==> src/rtl/x_m_stage.sv <==
// Memory stage: issues one data-memory request per load/store and presents the result to writeback.
// Optional XM_ALIGN_CHECK_EN: misaligned memory ops skip the request and are flagged on err_out.
module x_m_stage (
  input  logic        clk,
  input  logic        rst,
  input  logic        valid_in,
  input  logic [15:0] alu_result_in,
  input  logic [15:0] reg2data_in,
  input  logic        MemRead_in,
  input  logic        MemWrite_in,
  input  logic        MemToReg_in,
  input  logic        RegWrite_in,
  input  logic        halt_in,
  input  logic [2:0]  writereg_in,
  output logic        mem_en,
  output logic        mem_wr,
  output logic [15:0] mem_addr,
  output logic [15:0] mem_wdata,
  input  logic [15:0] mem_rdata,
  input  logic        mem_done,
  output logic        stall_out,
  output logic        valid_out,
  output logic [15:0] alu_result_out,
  output logic [15:0] mem_rdata_out,
  output logic        MemToReg_out,
  output logic        RegWrite_out,
  output logic        halt_out,
  output logic [2:0]  writereg_out,
  output logic        halted_out,
  output logic        err_out
);

  typedef enum logic [1:0] {IDLE, REQ, WAIT} state_t;

  state_t      state;
  logic        m_valid;
  logic [15:0] m_alu;
  logic [15:0] m_wdata;
  logic        m_mem_read;
  logic        m_mem_write;
  logic        m_mem_to_reg;
  logic        m_reg_write;
  logic        m_halt;
  logic [2:0]  m_writereg;
  logic        m_err;
  logic        halted;
  logic [15:0] rdata_q;
  logic        is_mem_in;
  logic        misaligned;

  assign is_mem_in = valid_in & (MemRead_in | MemWrite_in);

`ifdef XM_ALIGN_CHECK_EN
  assign misaligned = is_mem_in & alu_result_in[0];
`else
  assign misaligned = 1'b0;
`endif

  // A halting instruction being emitted freezes the stage instead of accepting the next one.
  always_ff @(posedge clk or posedge rst) begin
    if (rst) begin
      state        <= IDLE;
      m_valid      <= 1'b0;
      m_alu        <= '0;
      m_wdata      <= '0;
      m_mem_read   <= 1'b0;
      m_mem_write  <= 1'b0;
      m_mem_to_reg <= 1'b0;
      m_reg_write  <= 1'b0;
      m_halt       <= 1'b0;
      m_writereg   <= '0;
      m_err        <= 1'b0;
      halted       <= 1'b0;
      rdata_q      <= '0;
    end else begin
      case (state)
        IDLE: begin
          if (!halted) begin
            if (m_valid && m_halt) begin
              halted  <= 1'b1;
              m_valid <= 1'b0;
            end else begin
              m_valid      <= valid_in;
              m_alu        <= alu_result_in;
              m_wdata      <= reg2data_in;
              m_mem_read   <= MemRead_in;
              m_mem_write  <= MemWrite_in;
              m_mem_to_reg <= MemToReg_in;
              m_reg_write  <= RegWrite_in;
              m_halt       <= halt_in;
              m_writereg   <= writereg_in;
              m_err        <= misaligned;
              state        <= (is_mem_in && !misaligned) ? REQ : IDLE;
            end
          end
        end
        REQ: state <= WAIT;
        WAIT: begin
          if (mem_done) begin
            state <= IDLE;
            if (m_mem_read) rdata_q <= mem_rdata;
          end
        end
        default: state <= IDLE;
      endcase
    end
  end

  assign stall_out      = (state != IDLE);
  assign mem_en         = (state == REQ);
  assign mem_wr         = (state == REQ) & m_mem_write;
  assign mem_addr       = m_alu;
  assign mem_wdata      = m_wdata;
  assign valid_out      = m_valid & (state == IDLE);
  assign alu_result_out = m_alu;
  assign mem_rdata_out  = rdata_q;
  assign MemToReg_out   = m_mem_to_reg;
  assign RegWrite_out   = valid_out & m_reg_write & ~m_err;
  assign halt_out       = valid_out & m_halt;
  assign writereg_out   = m_writereg;
  assign halted_out     = halted;
  assign err_out        = valid_out & m_err;

endmodule

==> config.mk <==
export PLATFORM = sky130hd
export DESIGN_NAME = x_m_stage
export DESIGN_NICKNAME = d
export VERILOG_FILES = /design/src/rtl/x_m_stage.sv
export SDC_FILE = /design/constraint.sdc
export NUM_CORES = 1
export LEC_CHECK = 0
export CAP_MARGIN = 30
export CELL_PAD_IN_SITES_DETAIL_PLACEMENT = 1
export CELL_PAD_IN_SITES_GLOBAL_PLACEMENT = 2
export CORE_ASPECT_RATIO = 1.2
export CORE_MARGIN = 8
export CORE_UTILIZATION = 38
export CTS_CLUSTER_DIAMETER = 150
export CTS_CLUSTER_SIZE = 8
export DETAILED_ROUTE_END_ITERATION = 8
export DONT_BUFFER_PORTS = 1
export PLACE_DENSITY_LB_ADDON = 0.08
export SLEW_MARGIN = 20
export SYNTH_ARGS = -nofsm -noshare
export SYNTH_HDL_FRONTEND = slang
export SYNTH_SLANG_ARGS = --single-unit
==> constraint.sdc <==
create_clock -name clk -period 2.46 [get_ports clk]
set_input_delay 0.615 -clock clk [delete_from_list [all_inputs] [get_ports clk]]
set_output_delay 0.615 -clock clk [all_outputs]
set_load 0.005 [all_outputs]
Yosys cells after proc, flatten, opt, wreduce, memory -nomap -nowiden

Index checks and enable logic that the tools add are counted.

Latch bits: 0
Bits in read-only memories: 0
Memories kept: 0
Bits in registers: 60
Bits in writable memories: 0
Output and inout port bits: 76
Logic and storage cells: 40
Input bits: 60

Magnitude comparators: 0
Shifts and indexed selects: 0
Mux-type cells: 8
$mul: 0
Eq/ne operators: 5
Div/mod/pow operators: 0
Add/sub/neg operators: 0
Bitwise gates (word level): 8
Reductions and logical operators: 7

Operator list:

| cell               | count |
|---|---|
| $reduce_and 3->1   | 3 |
| $mux 2             | 3 |
| $ne 2x2->1 const B | 3 |
| $pmux 2 s3         | 1 |
| $and 1x1->1        | 5 |
| $mux 1             | 4 |
| $eq 2x1->1 const B | 1 |
| $eq 2x2->1 const B | 1 |
| $logic_not 2->1    | 1 |
| $not 1->1          | 2 |
| $reduce_and 2->1   | 1 |
| $reduce_bool 2->1  | 1 |
| $logic_and 1x1->1  | 1 |
| $or 1x1->1         | 1 |

Logic depth before layout (Yosys ltp)

Depth in word-level cells: 6
Gate-level depth with buffers: 3

Worst setup path before layout

No wires, ideal clock.

Kind: reg2reg
From: register m_halt
To: register m_mem_to_reg (netlist: MemToReg_out)
Path buffers: 1
Stages on the path, launching flop included: 4
Data required time: 2.335 ns
Arrival time: 1.422 ns
Path slack: 0.913 ns
Period minus slack after synthesis: 1.547 ns
Cells stage by stage: dfrtp_1 -> a2111oi_4 -> buf_6 -> mux2_2

Cells in the longest elaborated chain, start to end: 3

Ends and longest elaborated chain:

| item                       | line | RTL |
|---|---|---|
| start, declared            | 43   | `logic m_halt;` |
| start signal, assigned     | 90   | `m_halt <= halt_in;` |
| $logic_and 1x1->1          | 79   | `if (m_valid && m_halt) begin` |
| $not 1->1 (no line)        | -    |  |
| $reduce_and 3->1 (no line) | -    |  |
| end signal, assigned       | 88   | `m_mem_to_reg <= MemToReg_in;` |
| end, declared              | 41   | `logic m_mem_to_reg;` |

Every way passes these cells.
A chain may end at the register's enable or synchronous reset.

Worst setup path in the final report

From: register state[0]
To: output mem_wr

Cells in the longest elaborated chain, start to end: 2

Ends and longest elaborated chain:

| item                   | line | RTL |
|---|---|---|
| start, declared        | 35   | `state_t state;` |
| start signal, assigned | 93   | `state <= (is_mem_in && !misaligned) ? REQ : IDLE;` |
| $eq 2x1->1             | -    |  |
| named net mem_en       | 15   | `output logic mem_en,` |
| $and 1x1->1            | 111  | `assign mem_wr = (state == REQ) & m_mem_write;` |
| end, declared          | 16   | `output logic mem_wr,` |

The timed path passes the listed nets, and every way through them passes these cells.

==> reports/metrics.csv <==
metric,value,unit
status,finished clean,
DRT antenna net count,0,
Port Buffers,0,
Final Skew,0.009804,ns
CP top delay family,simple AND/OR/NAND/NOR gates,
CP required,1.85,ns
startpoint types,register,
Hold Crit Class,input port to async pin,
initial antenna violation count,0,
ant diodes,0,
Final setup violation count,0,
vias in the first global route,1396,
"Reg clk slew, reported paths",0.06,ns
P per Cell Area,1188,mW/mm²
R2R Setup Slk,0.72,ns
hold_buf cts,0,
RSZ-0062 raised after global routing,no,
CP bufs+invs,0,
Die Span X,89.65,µm
HPWL after DPL,4246,µm
post_cts resized,0,
Highest Clock Rate,497.7,MHz
clock root buffer,clkbuf_8,
share of Yosys cell area claimed by the top area cell type,0.6070,
number of post-CTS setup repair buffers,0,
Max stage delay on crit path,0.49,ns
drc violations,0,
peak supply drop,0.0005029,V
slew margin rel.,0.5072,
Syn Std Cell Area,0.002474,mm²
CTS Buffer Depth,2,
fin crit period,2.009,ns
CTS tree,done,
First-pass DRT Iterations,4,
CP arrival,1.39,ns
Setup TNS,0,ns
effective utilization at floorplan,0.3886,
syn_nets,218,
end of the critical path,mem_wr,
"Max stage delay cell, worst path",dfrtp_1,
Final Instance Area,0.002600,mm²
largest area contributor in the netlist,dfrtp_1,
Leakage,0.001150,µW
Via density,5.180,
Max H-tree Level,3,
Worst-Skew Late Latency,0.32,ns
site row count,32,
die footprint,0.009358,mm²
core area,0.006366,mm²
mean area per synthesized cell,15.66,µm²
Final Cycle Share,0.8167,
Die Y,104.4,µm
remaining global-route overflow,0,
RePlAce Congestion,0.7093,
first-pass GRT wire length,8155,µm
DP Area,0.002431,mm²
Iter 0 DRT Violations,31,
critical-path maximum fanout,7,
Placed Cells incl. Taps,224,
"flops & latches, synth",60,
max-slew violations,0,
reg2reg start,halted_out,
fin cells,239,
largest net degree at the start of global routing,35,
multi-input logic area,780.7,µm²
Area Overhead vs Synth,5.109,%
critical path class,register to primary output,
Synth cell types,22,
post-layout util,0.4084,
FF-to-FF path depth,3,
Critical Path Start,state[0],
Num CTS Buffers,9,
I/O pin count,136,
wire length per cell,23.01,µm
critical path depth in cells,2,
via count,1238,
final-layout fill cell count,636,
Reg area,0.001501,mm²
Worst Tran Pin Value,0.7381,ns
Worst setup EP type,primary output,
reported max-cap violation count,0,
layout cells sized above 1,0.4740,
Yosys warnings,0,
total wire length,5500,µm
Hold Fails Final Rpt,0,
gr usage total,0.1200,
cells after synthesis,158,
r2r endpoint,alu_result_out[4],
NumNets Final,210,
worst path cell trace,"nor2b_1, and2_1",
# clock sinks,60,
"Seq/Total Area, Yosys",0.6070,
Synth area leaders,"dfrtp_1 61%, mux2_2 24%, buf_4 5.2%",
## cells in the mapped netlist
library cell,n
dfrtp_1,60
mux2_2,53
buf_4,17
buf_6,5
mux2_1,3
and2_1,2
and3_1,2
inv_1,2
a2111oi_4,1
a21boi_0,1
a22o_1,1
a31o_2,1
conb_1,1
nand2b_1,1
nand4b_2,1
nor2_1,1
nor2b_1,1
nor3_1,1
o211a_1,1
o21a_1,1
o21bai_1,1
or4_1,1
## through the flow
step | worst slack (ns) | power, µW | hold slack [ns]
6_report | 0.4509 | 3090 | 0.3004
2_1_floorplan | 0.3603 | 2353 | 0.4489
4_1_cts | 0.4434 | 3173 | 0.3067
3_3_place_gp | 0.7677 | 2349 | 0.4670
3_5_place_dp | 0.7056 | 2397 | 0.4779
5_1_grt | 0.4063 | 3317 | 0.3330
## state kept, by name, indices dropped and copies added, names as in the netlist
name,flops
m_halt,1
MemToReg_out,1
m_mem_read,1
halted_out,1
m_reg_write,1
writereg_out,3
m_valid,1
m_mem_write,1
alu_result_out,16
state,2
mem_wdata,16
mem_rdata_out,16
## layout make-up
type / count / area share
Clock buffer: 13 / 0.06112
Timing Repair Buffer: 3 / 0.01347
Inverter: 2 / 0.002887
Clock inverter: 2 / 0.003850
Multi-Input combinational cell: 74 / 0.3003
Sequential cell: 60 / 0.5775
Tap cell: 85 / 0.04090
## worst min-delay path by stage
stage,endpoint
detailed placement,m_mem_write
global placement,m_mem_write
global route,mem_rdata_out[11]
CTS,mem_rdata_out[12]
floorplan,m_mem_write
finish,mem_rdata_out[5]
## routing by layer
metal	wire, µm	GRT usage	vias up	part of all wire
li1	-	-	518	-
met1	1684	0.1098	638	0.31
met2	2995	0.1939	75	0.54
met3	753	0.07747	7	0.14
met4	65	0.06555	0	0.012
met5	0	0	-	0
## kinds of logic (layout without fill, tap and decap cells)
kind of cell,after synthesis,count (layout),synth area share
buf+inv,24,20,0.07739
flops,60,60,0.6070
simple gates,10,10,0.02782
mux,56,56,0.2549
other cells,1,1,0.001516
compound gates,7,7,0.03137
## power breakdown
group | total, µW | switching (µW) | internal, µW | leakage [µW]
clock network | 755 | 342 | 412 | 0.0000893
logic | 462 | 141 | 321 | 0.000336
registers | 1870 | 435 | 1440 | 0.000725
## cells in the final DEF (no fill, tap or decap)
cell type,synthesis,routed
a22o_1,1,1
dfrtp_1,60,60
nand4b_2,1,1
o21a_1,1,1
clkbuf_8,0,11
buf_12,0,1
buf_4,17,2
nor2_1,1,1
conb_1,1,1
nor3_1,1,1
or4_1,1,1
mux2_2,53,53
inv_2,0,1
o211a_1,1,1
and3_1,2,2
nor2b_1,1,1
mux2_1,3,3
a2111oi_4,1,1
o21bai_1,1,1
a31o_2,1,1
a21boi_0,1,1
nand2b_1,1,1
and2_1,2,2
inv_1,2,1
clkinv_2,0,2
clkbuf_1,0,2
## worst register-to-register path, cell delays in order, from the launching register on
cell and delay, ns:
dfrtp_1 0.46, a2111oi_4 0.36, buf_4 0.40, mux2_2 0.40
Power figures use the tool's default switching activity.
